`src/rtl/imm_gen_stage_if.sv`:
```
// Decoder-to-execute channel of the immediate stage: upstream instruction side plus downstream result side.
// The stage connects through the slave modport; the environment drives through master.
interface imm_gen_stage_if #(
   parameter int XLEN  = 32,
   parameter int FMT_W = 3
);
   logic             in_valid;
   logic             in_ready;
   logic [31:0]      in_inst;
   logic [XLEN-1:0]  in_pc;
   logic [FMT_W-1:0] in_fmt;

   logic             out_valid;
   logic             out_ready;
   logic [XLEN-1:0]  out_imm;
   logic [XLEN-1:0]  out_pc;
   logic [XLEN-1:0]  out_target;
   logic             out_err;

   modport master (
      output in_valid, in_inst, in_pc, in_fmt, out_ready,
      input  in_ready, out_valid, out_imm, out_pc, out_target, out_err
   );

   modport slave (
      input  in_valid, in_inst, in_pc, in_fmt, out_ready,
      output in_ready, out_valid, out_imm, out_pc, out_target, out_err
   );
endinterface

```
`src/rtl/imm_gen_stage.sv`:
```
// Immediate generation + pc-relative target, one cycle latency, registered outputs.
// Two-entry skid buffer: in_ready is a flop (low only while the skid entry holds data).
module imm_gen_stage #(
   parameter int XLEN  = 32,
   parameter int FMT_W = 3
) (
   input  logic           clk,
   input  logic           rst_n,
   input  logic           flush,
   imm_gen_stage_if.slave bus
);

   localparam logic [FMT_W-1:0] FMT_I  = FMT_W'(0);
   localparam logic [FMT_W-1:0] FMT_S  = FMT_W'(1);
   localparam logic [FMT_W-1:0] FMT_B  = FMT_W'(2);
   localparam logic [FMT_W-1:0] FMT_U  = FMT_W'(3);
   localparam logic [FMT_W-1:0] FMT_J  = FMT_W'(4);
   localparam logic [FMT_W-1:0] FMT_Z  = FMT_W'(5);
   localparam logic [FMT_W-1:0] FMT_SH = FMT_W'(6);

   typedef struct packed {
      logic [XLEN-1:0] imm;
      logic [XLEN-1:0] pc;
      logic [XLEN-1:0] tgt;
      logic            err;
   } ent_t;

   logic [31:0] w_inst;
   logic [63:0] w_imm64;
   logic        w_err;
   ent_t        w_new;
   logic        w_in_fire;
   logic        w_out_fire;
   logic        w_unused_bits;

   ent_t        r_main;
   logic        r_main_vld;
   ent_t        r_skid;
   logic        r_skid_vld;
   logic        r_in_rdy;

   assign w_inst = bus.in_inst;

   // Formed at 64 bits and truncated, so one decode serves both XLEN values.
   always_comb begin
      w_imm64 = '0;
      w_err   = 1'b0;
      case (bus.in_fmt)
         FMT_I:  w_imm64 = {{52{w_inst[31]}}, w_inst[31:20]};
         FMT_S:  w_imm64 = {{52{w_inst[31]}}, w_inst[31:25], w_inst[11:7]};
         FMT_B:  w_imm64 = {{51{w_inst[31]}}, w_inst[31], w_inst[7], w_inst[30:25],
                            w_inst[11:8], 1'b0};
         FMT_U:  w_imm64 = {{32{w_inst[31]}}, w_inst[31:12], 12'h000};
         FMT_J:  w_imm64 = {{43{w_inst[31]}}, w_inst[31], w_inst[19:12], w_inst[20],
                            w_inst[30:21], 1'b0};
         FMT_Z:  w_imm64 = {59'd0, w_inst[19:15]};
         FMT_SH: begin
            if (XLEN == 64) begin
               w_imm64 = {58'd0, w_inst[25:20]};
            end else begin
               w_imm64 = {59'd0, w_inst[24:20]};
               w_err   = w_inst[25];
            end
         end
         default: begin
            w_imm64 = '0;
            w_err   = 1'b1;
         end
      endcase
   end

   assign w_new.imm = w_imm64[XLEN-1:0];
   assign w_new.pc  = bus.in_pc;
   assign w_new.tgt = bus.in_pc + w_imm64[XLEN-1:0];
   assign w_new.err = w_err;

   // Opcode bits and (for XLEN=32) the upper decode bits carry no immediate information.
   assign w_unused_bits = ^{w_inst[6:0], w_imm64};

   assign w_in_fire  = bus.in_valid & r_in_rdy;
   assign w_out_fire = r_main_vld & bus.out_ready;

   always_ff @(posedge clk or negedge rst_n) begin
      if (!rst_n) begin
         r_main     <= '0;
         r_main_vld <= 1'b0;
         r_skid     <= '0;
         r_skid_vld <= 1'b0;
         r_in_rdy   <= 1'b1;
      end else if (flush) begin
         r_main_vld <= 1'b0;
         r_skid_vld <= 1'b0;
         r_in_rdy   <= 1'b1;
      end else if (!r_main_vld || w_out_fire) begin
         // in_ready is low whenever skid holds data, so a refill from skid never races an input.
         if (r_skid_vld) begin
            r_main     <= r_skid;
            r_main_vld <= 1'b1;
            r_skid_vld <= 1'b0;
            r_in_rdy   <= 1'b1;
         end else begin
            r_main_vld <= w_in_fire;
            if (w_in_fire) begin
               r_main <= w_new;
            end
         end
      end else if (w_in_fire) begin
         r_skid     <= w_new;
         r_skid_vld <= 1'b1;
         r_in_rdy   <= 1'b0;
      end
   end

   assign bus.in_ready   = r_in_rdy;
   assign bus.out_valid  = r_main_vld;
   assign bus.out_imm    = r_main.imm;
   assign bus.out_pc     = r_main.pc;
   assign bus.out_target = r_main.tgt;
   assign bus.out_err    = r_main.err;

endmodule

```
`src/flat_wrapper.sv`:
```
// flat-port wrapper written by rule: the top's interface ports become plain ports
module imm_gen_stage_flat 
#(
   parameter int XLEN  = 32,
   parameter int FMT_W = 3
)
  (clk, rst_n, flush, bus_in_valid, bus_in_inst, bus_in_pc, bus_in_fmt, bus_out_ready, bus_in_ready, bus_out_valid, bus_out_imm, bus_out_pc, bus_out_target, bus_out_err);
  imm_gen_stage_if #(.XLEN(XLEN), .FMT_W(FMT_W)) bus_i ();
  input  logic clk;
  input  logic rst_n;
  input  logic flush;
  input wire logic [$bits(bus_i.in_valid)-1:0] bus_in_valid;
  input wire logic [$bits(bus_i.in_inst)-1:0] bus_in_inst;
  input wire logic [$bits(bus_i.in_pc)-1:0] bus_in_pc;
  input wire logic [$bits(bus_i.in_fmt)-1:0] bus_in_fmt;
  input wire logic [$bits(bus_i.out_ready)-1:0] bus_out_ready;
  output wire logic [$bits(bus_i.in_ready)-1:0] bus_in_ready;
  output wire logic [$bits(bus_i.out_valid)-1:0] bus_out_valid;
  output wire logic [$bits(bus_i.out_imm)-1:0] bus_out_imm;
  output wire logic [$bits(bus_i.out_pc)-1:0] bus_out_pc;
  output wire logic [$bits(bus_i.out_target)-1:0] bus_out_target;
  output wire logic [$bits(bus_i.out_err)-1:0] bus_out_err;
  assign bus_i.in_valid = bus_in_valid;
  assign bus_i.in_inst = bus_in_inst;
  assign bus_i.in_pc = bus_in_pc;
  assign bus_i.in_fmt = bus_in_fmt;
  assign bus_i.out_ready = bus_out_ready;
  assign bus_in_ready = bus_i.in_ready;
  assign bus_out_valid = bus_i.out_valid;
  assign bus_out_imm = bus_i.out_imm;
  assign bus_out_pc = bus_i.out_pc;
  assign bus_out_target = bus_i.out_target;
  assign bus_out_err = bus_i.out_err;
  imm_gen_stage #(.XLEN(XLEN), .FMT_W(FMT_W)) u_core (.clk(clk), .rst_n(rst_n), .flush(flush), .bus(bus_i));
endmodule
```
`config.mk`:
```
export PLATFORM = sky130hd
export DESIGN_NAME = imm_gen_stage_flat
export DESIGN_NICKNAME = d
export VERILOG_FILES = /design/src/rtl/imm_gen_stage_if.sv /design/src/rtl/imm_gen_stage.sv /design/src/flat_wrapper.sv
export SDC_FILE = /design/constraint.sdc
export NUM_CORES = 1
export LEC_CHECK = 0
export ABC_AREA = 1
export BUFFER_PORTS_ARGS = -buffer_cell sky130_fd_sc_hd__clkbuf_2
export CORE_MARGIN = 2
export CORE_UTILIZATION = 38
export CTS_BUF_LIST = sky130_fd_sc_hd__clkbuf_16
export DETAILED_ROUTE_END_ITERATION = 8
export GPL_ROUTABILITY_DRIVEN = 1
export PLACE_DENSITY = 0.66
export SYNTH_ARGS = -nofsm -noshare
export SYNTH_HDL_FRONTEND = slang
export SYNTH_SLANG_ARGS = --single-unit
```
`constraint.sdc`:
```
create_clock -name clk -period 1.4 [get_ports clk]
set_clock_uncertainty 0.05 [all_clocks]
set_input_delay 0.07 -clock clk [delete_from_list [all_inputs] [get_ports clk]]
set_output_delay 0.07 -clock clk [all_outputs]
set_load 0.005 [all_outputs]
```
# ---- Yosys cells after proc, flatten, opt, wreduce, memory -nomap -nowiden
# Cells that the tools add are included.
dict set report totals {
  reg_bits 197
  latchBits 0
  ram_bits 0
  romBits 0
  inputBits 72
  memories 0
}
dict set report op_classes {
  addsub 1
  n_mul 0
  n_div 0
  n_lt_le_gt_ge 0
  n_eq_ne 7
  shifts 0
  n_mux 14
  bitwise 4
  n_reduce_logical 10
}
# operator n
set op_table {}
lappend op_table {{$pmux 32 s7} 1}
lappend op_table {{$mux 97} 2}
lappend op_table {{$add 32x32->32} 1}
lappend op_table {{$mux 1} 10}
lappend op_table {{$eq 3x3->1 const B} 3}
lappend op_table {{$eq 3x2->1 const B} 2}
lappend op_table {{$reduce_and 3->1} 2}
lappend op_table {{$reduce_or 6->1} 1}
lappend op_table {{$reduce_bool 2->1} 2}
lappend op_table {{$eq 3x1->1 const B} 1}
lappend op_table {{$logic_not 3->1} 1}
lappend op_table {{$ne 3x2->1 const B} 1}
lappend op_table {{$reduce_bool 3->1} 1}
lappend op_table {{$and 1x1->1} 2}
lappend op_table {{$not 1->1} 2}
lappend op_table {{$pmux 1 s2} 1}
lappend op_table {{$reduce_and 2->1} 1}
lappend op_table {{$logic_not 1->1} 1}
lappend op_table {{$logic_or 1x1->1} 1}

# ---- Logic depth before layout (Yosys ltp)
# Gate-level depths: netlist (run 1).
dict set report logic_depth {
  depth_word 5
  mapped_depth 19
  depth_no_buf 19
}

# ---- Worst setup path after synthesis (run 1)
# OpenSTA, ideal clock, no wires.
dict set report synth_path {
  kind {input -> register}
  from {input port bus_in_fmt[2]}
  to {register u_core.r_main (netlist bit u_core.bus.out_target[28])}
  setup_ps 116
  t_arrival_ps 1914
  required_time_ps 1234
  setup_slack_ps -680
  path_stages 17
  cell_sequence {inv_2 nand2_1 nor2_1 nand2_1 o211ai_1 inv_1 fa_1 inv_1 nand3_1 nand2_1 nand3_1 nand3_1 nand2_1 nand3_1 nand3_1 nand2_1 nand2_1}
}
dict set report synth_via {
  elab_chain_len 5
  elab_cells_between_ends 11
}
# item line
set synth_lines {}
lappend synth_lines {{from (decl)} flat_wrapper.sv:15} ;# input wire logic [$bits(bus_i.in_fmt)-1:0] bus_in_fmt;
lappend synth_lines {{$eq 3x3->1 (tied with other cells)} imm_gen_stage.sv:48} ;# case (bus.in_fmt)
lappend synth_lines {{$pmux 32 s7 (*)} imm_gen_stage.sv:48}
lappend synth_lines {{via u_core.w_imm64[1]} imm_gen_stage.sv:29} ;# logic [63:0] w_imm64;
lappend synth_lines {{$add 32x32->32 (*)} imm_gen_stage.sv:74} ;# assign w_new.tgt = bus.in_pc + w_imm64[XLEN-1:0];
lappend synth_lines {{$mux 97 (*)} imm_gen_stage.sv:103} ;# if (w_in_fire) begin
lappend synth_lines {{$mux 97 (*)} imm_gen_stage.sv:96} ;# if (r_skid_vld) begin
lappend synth_lines {{to (signal assigned)} imm_gen_stage.sv:97} ;# r_main <= r_skid;
lappend synth_lines {{to (signal assigned)} imm_gen_stage.sv:104} ;# r_main <= w_new;
lappend synth_lines {{to (decl)} imm_gen_stage.sv:36} ;# ent_t r_main;
# The timed path passes the listed nets; every way through them passes the cells marked *. The select of a mux whose other input is x is not followed.
# A chain may end at the register's enable or synchronous reset.

# ---- Worst setup path in the final report (run 1)
dict set report layout_path {
  from {input port bus_in_fmt[1]}
  to {register u_core.r_main (netlist bit u_core.bus.out_target[30])}
}
# The elaborated chain is that of the path after synthesis.

==> metrics.txt, run 1 <==
Synth Flop Type dfrtp_1; number of global-route vias before repair 11900; critical path peak fanout 5; CTS buffer count 17; Worst-path clk slew 0.09 ns; synthesis-to-finish area growth 65.7%; busiest layer in global routing met2; Fin. Hold Viols 0; hold path cells 4; min-delay src bus_in_pc[1]; CTS tree yes; number of synthesized flops with an enable pin 0; largest family of logic cells by synthesized area simple AND/OR/NAND/NOR gates; Vias 12400; Initial Util 38.8%; Power, Total 21.3 mW; post-route setup slack -0.639 ns; die width 176 um; wire length per cell 19.6 um; endpoints failing setup 194; CP Launch Type input port; met2 usage 44.4%; r2r worst-path depth 9; Syn Nets 1665; IO Pins 171; RR Endpoint u_core.r_skid[48]$_DFFE_PN0P_; clock tree buffer depth 2; Tightest Hold Check Type in -> reg; H-tree depth 4; RR Startpoint u_core.bus.in_ready$_DFFE_PN1P_; diode count 0; first-pass GRT wire length 66.1 mm; flop-to-flop setup slack -0.34 ns; CTS Sinks 197; Port Buffers 163; Least-Margin Pin Slew 0.544 ns; Avg Synthesized Cell Area 7.17 um^2; compound-gate portion of the synthesized area 12.0%; Critical Path AT 2.34 ns; DRC Markers 0; Power per Cell Area 1150 nW/um^2; synthesis-stage register bit count 197; Syn Inst Count 1561; Yosys cell types 42; DRT Wirelength 46.9 mm; initial antenna violation count 0; Critical Path RT 1.70 ns; row count 62; Max-Slew Margin vs Limit 63.6%; Nets 2097; Mapped Area 11200 um^2; maximum VDD drop 0.000705 V; die area 30800 um^2; pin count of the biggest net entering global routing 54; Post-DP Area 14000 um^2; Slew Viols, Final 0; Total GRT Usage 28.0%; fillers 2341; simple-gate area share of the yosys netlist 30.4%; most frequent cells in the layout 471 x nand2_1, 195 x dfrtp_1, 172 x buf_4, 159 x clkbuf_2, 140 x inv_1; Worst Setup End Kind register; WHS Endpoint u_core.r_skid[34]$_DFFE_PN0P_; Post-Synth XOR/XNOR Area 1.25%; HPWL Detailed 28.3 mm; setup TNS -56.14 ns; Yosys Warn Count 0; M3 GR Usage 5.74%; pre-CTS setup slack -1.34 ns; post-route ant nets 0; share of cells above drive strength 1 43.4%; post-route clock period utilization 146%; Root Driver clkbuf_16; remaining global-route overflow 0; Leakage 9.50 nW; worst skew pair latency 0.46 ns; met1 Use GR 37.9%; asr flop ratio synth 100%; Vias per Instance 5.19; DRT Pass-1 Iters 5; post-layout min period 2.04 ns; Die Ht 176 um; RSZ-0062 raised after global routing yes; WS Path Type in -> reg; max-cap check violation count 0; Design Area, Final 18500 um^2; initial detailed-routing violation count 1279; Fmax 490 MHz; final hold slack 0.00772 ns; routability cong. 0.982; outcome complete, but fails checks; post-synthesis adder-cell area fraction 3.64%; most common cell after layout, fill and taps aside nand2_1; sequential share of the synthesized area 44.1%; mux share of post-synthesis cell area 0%; core area 28900 um^2; failing checks negative setup slack
==> layout make-up <==
cell class	instances	area, um^2	share of cell area (%)
inverter	163	666	3.59
clock buffer	17	425	2.29
timing repair buffer	477	4510	24.3
timing repair inverter	2	36.3	0.196
sequential	197	4930	26.6
clock inverter	15	170	0.917
tap	384	480	2.59
multi-input combinational	1135	7330	39.5
==> report_power, final <==
| group | total, mW | internal (mW) | switching [mW] |
|---|---|---|---|
| registers | 8.37 | 7.26 | 1.11 |
| logic | 7.62 | 3.65 | 3.97 |
| clock network | 5.30 | 2.69 | 2.61 |
| total | 21.3 | 13.6 | 7.69 |
==> critical path, stage by stage <==
cell	delay, ns
clkbuf_16	0.14
nor2_4	0.18
buf_6	0.13
nor2_4	0.04
nand2_1	0.06
o211ai_1	0.23
ha_4	0.41
nand2_1	0.06
nand2_1	0.11
nand2_2	0.09
nand3_2	0.11
nand2_2	0.08
nand2_4	0.16
nand2_2	0.09
nand3_2	0.07
nand3_1	0.10
nand2_1	0.12
nand2_1	0.08
==> synthesized netlist by cell type (2+ instances only) <==
| cell | n | share of area, % |
|---|---|---|
| a21o_1 | 3 | 0.20 |
| a21oi_1 | 95 | 4.2 |
| a21oi_2 | 9 | 0.70 |
| a31oi_1 | 43 | 2.4 |
| buf_1 | 2 | 0.067 |
| buf_2 | 30 | 1.3 |
| buf_6 | 4 | 0.40 |
| clkbuf_1 | 25 | 0.84 |
| dfrtp_1 | 196 | 44 |
| ha_1 | 31 | 3.5 |
| inv_1 | 157 | 5.3 |
| inv_2 | 6 | 0.20 |
| nand2_1 | 643 | 22 |
| nand2_2 | 14 | 0.78 |
| nand3_1 | 50 | 2.2 |
| nor2_1 | 150 | 5.0 |
| nor2_4 | 2 | 0.20 |
| nor3_1 | 6 | 0.27 |
| o211ai_1 | 4 | 0.27 |
| o21a_1 | 4 | 0.27 |
| o21ai_0 | 33 | 1.5 |
| o21ai_2 | 10 | 0.78 |
| o21ai_4 | 8 | 1.2 |
| o21bai_1 | 2 | 0.13 |
| o221ai_1 | 3 | 0.23 |
| xnor2_1 | 12 | 0.94 |
| xor2_1 | 4 | 0.31 |
==> sequential cells by signal, summed over array words and instances, names as in the netlist <==
signal / flops
u_core.r_skid: 97
u_core.bus.out_imm: 32
u_core.bus.out_pc: 32
u_core.bus.out_target: 32
u_core.bus.in_ready: 1
u_core.bus.out_err: 1
u_core.bus.out_valid: 1
u_core.r_skid_vld: 1
==> metrics by stage <==
step,cells,util (%)
global route,2390,64.3
floorplan,1561,-
finish,2390,64.3
detailed placement,2238,48.7
global placement,2238,48.7
CTS,2348,58.0
==> logic make-up (layout without fill, tap and decap cells) <==
logic type / Yosys count / after routing
adders and majority gates: 32 / 32
and+or+nand+nor: 871 / 871
xor gates and xnor gates: 16 / 16
buffers and inverters: 229 / 674
DFF: 197 / 197
AOI/OAI and AO/OA: 216 / 216
==> what timing repair did <==
item / CTS / global route
hold endpoints to repair: 260 / 0
pin swaps: 79 / 95
hold buffers: 40 / 0
endpoints found under the setup margin: 194 / 195
setup buffers: 28 / 28
gates cloned: 14 / 20
resized for setup: 259 / 284
==> how the worst max path moves through the flow <==
| stage | startpoint | to | slack (ns) |
|---|---|---|---|
| 6_report | bus_in_fmt[1] | u_core.bus.out_target[30]$_DFFE_PN0P_ | -0.64 |
| 5_1_grt | bus_in_fmt[1] | u_core.bus.out_target[30]$_DFFE_PN0P_ | -0.78 |
| 4_1_cts | bus_in_fmt[0] | u_core.bus.out_target[24]$_DFFE_PN0P_ | -0.55 |
| 3_5_place_dp | bus_in_fmt[1] | u_core.bus.out_target[12]$_DFFE_PN0P_ | -1.34 |
| 3_3_place_gp | bus_in_fmt[1] | u_core.bus.out_target[12]$_DFFE_PN0P_ | -1.33 |
| 2_1_floorplan | bus_in_fmt[1] | u_core.r_skid[32]$_DFFE_PN0P_ | -0.56 |
==> routing by layer <==
layer  wire length [um]  part of all wire, %
met5                  0                    0
met2              21900                   47
met4               1530                  3.3
met3               3420                  7.3
met1              20100                   43
No activity file was read; power rests on OpenSTA's default activity.
==> inputs of run 2 (changes only) <==
--- a/config.mk
+++ b/config.mk
@@ -6,13 +6,14 @@
 export NUM_CORES = 1
 export LEC_CHECK = 0
 export ABC_AREA = 1
-export BUFFER_PORTS_ARGS = -buffer_cell sky130_fd_sc_hd__clkbuf_2
+export CAP_MARGIN = 30
 export CORE_MARGIN = 2
 export CORE_UTILIZATION = 38
 export CTS_BUF_LIST = sky130_fd_sc_hd__clkbuf_16
 export DETAILED_ROUTE_END_ITERATION = 8
+export DONT_BUFFER_PORTS = 1
 export GPL_ROUTABILITY_DRIVEN = 1
-export PLACE_DENSITY = 0.66
+export PLACE_DENSITY = 0.61
 export SYNTH_ARGS = -nofsm -noshare
 export SYNTH_HDL_FRONTEND = slang
 export SYNTH_SLANG_ARGS = --single-unit
==> run 2 against run 1 <==
The flow finishes with violations (negative hold slack, negative setup slack); fmax increased by 9.2%; hold slack lost 0.75 ns; sequential share of layout area grew 0.95 points; sequential power is 3.9% higher; critical path type unchanged; critical endpoint unchanged; largest cell class unchanged.
==> metrics.txt, run 2 (synthesized netlist as in run 1, its figures left out) <==
Finished Core Util 62.1% (was 64.3%); pin count of the biggest net entering global routing 198 (was 54); CTS buffer count 17 (unchanged); Vias 11600 (was 12400); RSZ-0062 raised after global routing yes (unchanged); diode count 0 (unchanged); post-layout min period 1.87 ns (was 2.04 ns); initial detailed-routing violation count 777 (was 1279); most flop-heavy register u_core.r_skid (unchanged); Critical Path RT 1.69 ns (was 1.70 ns); first-pass GRT wire length 62.7 mm (was 66.1 mm); most frequent cells in the layout 461 x nand2_1, 195 x dfrtp_1, 163 x buf_4, 150 x nand2_2, 139 x inv_1 (was 471 x nand2_1, 195 x dfrtp_1, 172 x buf_4, 159 x clkbuf_2, 140 x inv_1); CTS tree yes (unchanged); Nets 1931 (was 2097); WS Path Type in -> reg (unchanged); combinational share of power 33.1% (was 35.8%); H-tree depth 4 (unchanged); Fin. Hold Viols 199 (was 0); # hold bufs at CTS 55 (was 40); Root Driver clkbuf_16 (unchanged); Power per Cell Area 1140 nW/um^2 (was 1150 nW/um^2); Worst Setup End Kind register (unchanged); max-cap check violation count 0 (unchanged); Slew Viols, Final 0 (unchanged); Least-Margin Pin Slew 0.569 ns (was 0.544 ns); routability cong. 0.928 (was 0.982); DRT Wirelength 44.7 mm (was 46.9 mm); outcome complete, but fails checks (unchanged); Tightest Hold Check Type in -> async (was in -> reg); remaining global-route overflow 0 (unchanged); number of global-route vias before repair 11000 (was 11900); CP Launch Type input port (unchanged); Fmax 535 MHz (was 490 MHz); dpl cells 2065 (was 2238); fillers 2358 (was 2341); clock tree buffer depth 2 (unchanged); final hold slack -0.741 ns (was 0.00772 ns); worst skew pair latency 0.46 ns (about the same); synthesis-to-finish area growth 60.0% (was 65.7%); CP most frequent cell nand2_2 (was nand2_1); CTS Sinks 197 (unchanged); maximum VDD drop 0.000817 V (was 0.000705 V); Clk pwr share 24.3% (was 24.9%); DRT Pass-1 Iters 7 (was 5); internal power 12.9 mW (was 13.6 mW); Leakage 8.81 nW (was 9.50 nW); Vias per Instance 5.21 (was 5.19); core area 28900 um^2 (unchanged); met2 usage 43.1% (was 44.4%); Crit path buffers/inverters 5 (was 2); wire length per cell 20.1 um (was 19.6 um); failing checks negative hold slack, negative setup slack (was negative setup slack); non-filler cells, final 2224 (was 2390); post-route ant nets 0 (unchanged); die width 176 um (unchanged); Max-Slew Margin vs Limit 62.0% (was 63.6%); CP delay by family, top simple AND/OR/NAND/NOR gates (unchanged); CP peak stage delay 0.27 ns (was 0.41 ns); Initial Util 38.8% (unchanged); worst-path cell chain inv_4 > buf_4 > a21oi_4 > buf_6 > nor2_1 > ha_4 > nand2_2 > inv_1 > nand2_1 > nand2_2 > a21oi_2 > nand2_4 > buf_12 > nand2_4 > nand2_2 > nand2_2 > nand3_2 > nand2_1 > nand2_1 (was clkbuf_16 > nor2_4 > buf_6 > nor2_4 > nand2_1 > o211ai_1 > ha_4 > nand2_1 > nand2_1 > nand2_2 > nand3_2 > nand2_2 > nand2_4 > nand2_2 > nand3_2 > nand3_1 > nand2_1 > nand2_1); most common cell after layout, fill and taps aside nand2_1 (unchanged); die area 30800 um^2 (unchanged); met1 Use GR 35.4% (was 37.9%); M3 GR Usage 6.32% (was 5.74%); Net Sw Power 7.50 mW (was 7.69 mW); number of flip-flops in the largest register 97 (unchanged); row count 62 (unchanged); post-route setup slack -0.468 ns (was -0.639 ns); share of cells above drive strength 1 43.0% (was 43.4%); Port Buffers 0 (was 163); HPWL Detailed 27.2 mm (was 28.3 mm); Total GRT Usage 26.4% (was 28.0%); initial antenna violation count 2 (was 0); CP max-delay cell ha_4 (unchanged); endpoints failing setup 194 (unchanged); sequential power share 42.6% (was 39.3%); switching part of the total 36.7% (was 36.1%); critical path peak fanout 6 (was 5); DRC Markers 0 (unchanged); Worst-path clk slew 0.08 ns (was 0.09 ns); post-route clock period utilization 133% (was 146%); IO Pins 171 (unchanged); Critical Path AT 2.16 ns (was 2.34 ns); Die Ht 176 um (unchanged); busiest layer in global routing met2 (unchanged)
-- run 2: routing by layer --
| layer | up-vias | part of all wire [%] |
|---|---|---|
| met4 | 2 | 2.7 |
| met3 | 99 | 7.5 |
| met5 | - | 0.029 |
| met1 | 5643 | 42 |
| li1 | 5422 | - |
| met2 | 418 | 47 |
-- run 2: worst paths after layout --
check	to	cells past startpoint	slack [ns]	startpoint
max	u_core.bus.out_target[30]$_DFFE_PN0P_	19	-0.47	bus_in_fmt[2]
min	u_core.bus.out_pc[11]$_DFFE_PN0P_	0	-0.74	rst_n
max reg2reg	u_core.r_skid[25]$_DFFE_PN0P_	8	-0.33	u_core.bus.in_ready$_DFFE_PN1P_
min reg2reg	u_core.r_skid[43]$_DFFE_PN0P_	2	0.44	u_core.r_skid[43]$_DFFE_PN0P_
max in group asynchronous	u_core.bus.in_ready$_DFFE_PN1P_	0	1.70	rst_n
min in group clk	u_core.bus.out_target[0]$_DFFE_PN0P_	3	-0.06	bus_in_pc[0]
-- run 2: worst reg2reg max path, delay by kind of cell (launching register included) --
family	cells	cell delay [ns]
buffers and inverters	4	0.61
flip-flops	1	0.56
AND/OR/NAND/NOR	3	0.35
AO/OA/AOI/OAI	1	0.08
-- run 2: timing repair --
action | in CTS | in global routing
buffers inserted | 24 | 32
pin swaps | 28 | 168
endpoints found under the hold margin | 291 | 198
setup endpoints to repair | 192 | 195
gates resized for setup | 226 | 450
cloned | 12 | 17
-- run 2: area by class of cell --
cell class	instances	area [um^2]	area share (%)
well taps	384	480	2.68
inverters	163	644	3.60
clock inverters	15	140	0.782
flip-flops and latches	197	4930	27.5
repair buffers	313	3470	19.4
clock buffers	17	425	2.38
multi-input cells	1135	7820	43.7
-- run 2: power by group through the flow --
stage	clock [mW]	combinational (mW)	sequential, mW
floorplan	0	2.99	8.11
global placement	0	4.34	8.48
detailed placement	0	4.42	8.50
CTS	4.99	5.50	8.54
global route	5.19	7.35	8.90
finish	4.98	6.76	8.70
-- run 2: per-stage QoR --
step	total power [mW]	cell area [um^2]	TNS [ns]	hold WS, ns	worst slack [ns]
floorplan	11.1	11400	-26.86	-0.276	-0.560
global placement	12.8	13100	-84.68	-0.266	-1.27
detailed placement	12.9	13100	-85.63	-0.267	-1.23
CTS	19.0	15700	-40.66	-0.753	-0.466
global route	21.4	17900	-58.34	-0.750	-0.582
finish	20.4	17900	-45.76	-0.741	-0.468
==> inputs of run 3 (changes only) <==
--- a/config.mk
+++ b/config.mk
@@ -7,6 +7,7 @@
 export LEC_CHECK = 0
 export ABC_AREA = 1
 export CAP_MARGIN = 30
+export CORE_ASPECT_RATIO = 0.5
 export CORE_MARGIN = 2
 export CORE_UTILIZATION = 38
 export CTS_BUF_LIST = sky130_fd_sc_hd__clkbuf_16
@@ -14,6 +15,7 @@
 export DONT_BUFFER_PORTS = 1
 export GPL_ROUTABILITY_DRIVEN = 1
 export PLACE_DENSITY = 0.61
+export REMOVE_ABC_BUFFERS = 1
 export SYNTH_ARGS = -nofsm -noshare
 export SYNTH_HDL_FRONTEND = slang
 export SYNTH_SLANG_ARGS = --single-unit
==> run 3 against run 2 <==
The flow still finishes with violations (negative hold slack, negative setup slack); count of clock-buffer cells in the layout did not move; die area rose by 0.27%; highest routed layer is now met4; cell count rose by 1.7%; design area rose by 1.2%; first-iteration DRC count rose by 45%; wire length rose by 4.0%; sequential cell count did not move.
==> metrics.txt, run 3 (synthesized netlist as in run 1, its figures left out) <==
outcome complete, but fails checks (unchanged); failing checks negative hold slack, negative setup slack (unchanged); WS Path Type in -> reg (unchanged); endpoints failing setup 194 (unchanged); CTS tree yes (unchanged); non-filler cells, final 2262 (was 2224); Clk pwr share 25.0% (was 24.3%); CP peak stage delay 0.31 ns (was 0.27 ns); Slew Viols, Final 0 (unchanged); worst-path cell chain nor2_4 > o21ai_2 > or2_4 > buf_12 > buf_6 > o21ai_4 > ha_4 > nand2_4 > nor2_2 > nand2_1 > inv_1 > a21oi_2 > nand2_1 > nand2_1 > nand2_1 > nand2_1 > o21ai_2 (was inv_4 > buf_4 > a21oi_4 > buf_6 > nor2_1 > ha_4 > nand2_2 > inv_1 > nand2_1 > nand2_2 > a21oi_2 > nand2_4 > buf_12 > nand2_4 > nand2_2 > nand2_2 > nand3_2 > nand2_1 > nand2_1); internal power 13.3 mW (was 12.9 mW); Crit path buffers/inverters 3 (was 5); DRT Wirelength 46.5 mm (was 44.7 mm); multi-input logic area 7650 um^2 (was 7820 um^2); Power, Total 20.7 mW (was 20.4 mW); DRT Pass-1 Iters 6 (was 7); CP most frequent cell nand2_1 (was nand2_2); Root Driver clkbuf_16 (unchanged); die area 30900 um^2 (was 30800 um^2); max-cap check violation count 0 (unchanged); synthesis-to-finish area growth 61.9% (was 60.0%); row count 44 (was 62); Least-Margin Pin Slew 0.426 ns (was 0.569 ns); initial antenna violation count 2 (unchanged); remaining global-route overflow 0 (unchanged); critical path peak fanout 6 (unchanged); Vias 12100 (was 11600); Finished Core Util 62.6% (was 62.1%); worst skew pair latency 0.47 ns (was 0.46 ns); Max-Slew Margin vs Limit 71.4% (was 62.0%); Port Buffers 0 (unchanged); H-tree depth 4 (unchanged); Fmax 526 MHz (was 535 MHz); combinational share of power 32.6% (was 33.1%); fillers 2263 (was 2358); Leakage 8.85 nW (was 8.81 nW); Vias per Instance 5.33 (was 5.21); Tightest Hold Check Type in -> async (unchanged); clock tree buffer depth 2 (unchanged); sequential power share 42.4% (was 42.6%); number of flip-flops in the largest register 97 (unchanged); CTS buffer count 17 (unchanged); most flop-heavy register u_core.r_skid (unchanged); CP delay by family, top simple AND/OR/NAND/NOR gates (unchanged); routability cong. 0.940 (was 0.928); core area 29000 um^2 (was 28900 um^2); first-pass GRT wire length 62.4 mm (was 62.7 mm); post-route clock period utilization 136% (was 133%); Worst-path clk slew 0.08 ns (about the same); post-layout min period 1.90 ns (was 1.87 ns); post-route setup slack -0.503 ns (was -0.468 ns); Total GRT Usage 26.4% (about the same); final hold slack -0.759 ns (was -0.741 ns); CTS Sinks 197 (unchanged); Seq. cell area 4930 um^2 (unchanged); DRC Markers 0 (unchanged); pin count of the biggest net entering global routing 198 (unchanged); Critical Path AT 2.22 ns (was 2.16 ns); Critical Path RT 1.72 ns (was 1.69 ns); initial detailed-routing violation count 1129 (was 777); most common cell after layout, fill and taps aside nand2_1 (unchanged); Worst Setup End Kind register (unchanged); post-route ant nets 0 (unchanged); dpl cells 2072 (was 2065); HPWL Detailed 25.7 mm (was 27.2 mm); most frequent cells in the layout 443 x nand2_1, 195 x dfrtp_1, 187 x buf_4, 144 x nand2_2, 142 x inv_1 (was 461 x nand2_1, 195 x dfrtp_1, 163 x buf_4, 150 x nand2_2, 139 x inv_1); maximum VDD drop 0.000989 V (was 0.000817 V); Initial Util 38.6% (was 38.8%); Nets 1960 (was 1931); RSZ-0062 raised after global routing yes (unchanged); share of cells above drive strength 1 42.3% (was 43.0%); Power per Cell Area 1140 nW/um^2 (about the same); CP max-delay cell or2_4 (was ha_4); Net Sw Power 7.45 mW (was 7.50 mW); switching part of the total 36.0% (was 36.7%); number of global-route vias before repair 10900 (was 11000); wire length per cell 20.6 um (was 20.1 um); die width 247 um (was 176 um); IO Pins 171 (unchanged); Fin. Hold Viols 200 (was 199); Die Ht 125 um (was 176 um); CP Launch Type input port (unchanged)
-- run 3: through the flow --
step                TNS (ns)  worst slack [ns]  area, um^2
floorplan            -534.02             -4.47       10800
global placement      -76.17             -1.14       13000
detailed placement    -78.33             -1.16       13000
CTS                   -31.31            -0.351       16100
global route          -58.79            -0.559       18100
finish                -50.01            -0.503       18100
-- run 3: layer usage --
layer  track usage (%)  vias to the layer above  share of wire (%)
li1                  -                     5508                  -
met3              6.05                      102                8.4
met5                 0                        -                  0
met2              40.1                      538                 45
met4              8.89                        0                3.3
met1              37.1                     5913                 43
-- run 3: path summary, 6_finish.rpt --
check	slack, ns	cells past startpoint	end	startpoint
min	-0.76	0	u_core.bus.out_target[3]$_DFFE_PN0P_	rst_n
max	-0.50	17	u_core.r_skid[32]$_DFFE_PN0P_	bus_in_fmt[0]
min in group clk	-0.33	2	u_core.r_skid[43]$_DFFE_PN0P_	bus_in_pc[10]
min reg2reg	0.43	2	u_core.r_skid[40]$_DFFE_PN0P_	u_core.r_skid[40]$_DFFE_PN0P_
max reg2reg	-0.34	9	u_core.r_skid[29]$_DFFE_PN0P_	u_core.bus.in_ready$_DFFE_PN1P_
max in group asynchronous	1.77	0	u_core.bus.in_ready$_DFFE_PN1P_	rst_n
-- run 3: final cells by class --
cell class | count | area share, %
multi-input cells | 1135 | 42.2
repair inverters | 2 | 0.228
diodes | 2 | 0.0276
flip-flops and latches | 197 | 27.2
inverters | 163 | 3.72
well taps | 391 | 2.70
clock inverters | 15 | 0.932
repair buffers | 340 | 20.6
clock buffers | 17 | 2.35
-- run 3: timing repair --
action / CTS / global route
endpoints found under the setup margin: 191 / 194
cloned: 12 / 23
resized for setup: 307 / 377
hold buffers: 56 / 3
buffers inserted: 50 / 24
pin swaps: 83 / 82
endpoints found under the hold margin: 305 / 205
-- run 3: power by group through the flow --
stage	logic [mW]	registers [mW]	clock network, mW
6_report	6.75	8.78	5.18
5_1_grt	7.32	8.94	5.45
4_1_cts	5.34	8.44	5.23
3_5_place_dp	4.24	8.50	0
3_3_place_gp	4.18	8.47	0
2_1_floorplan	2.81	8.11	0
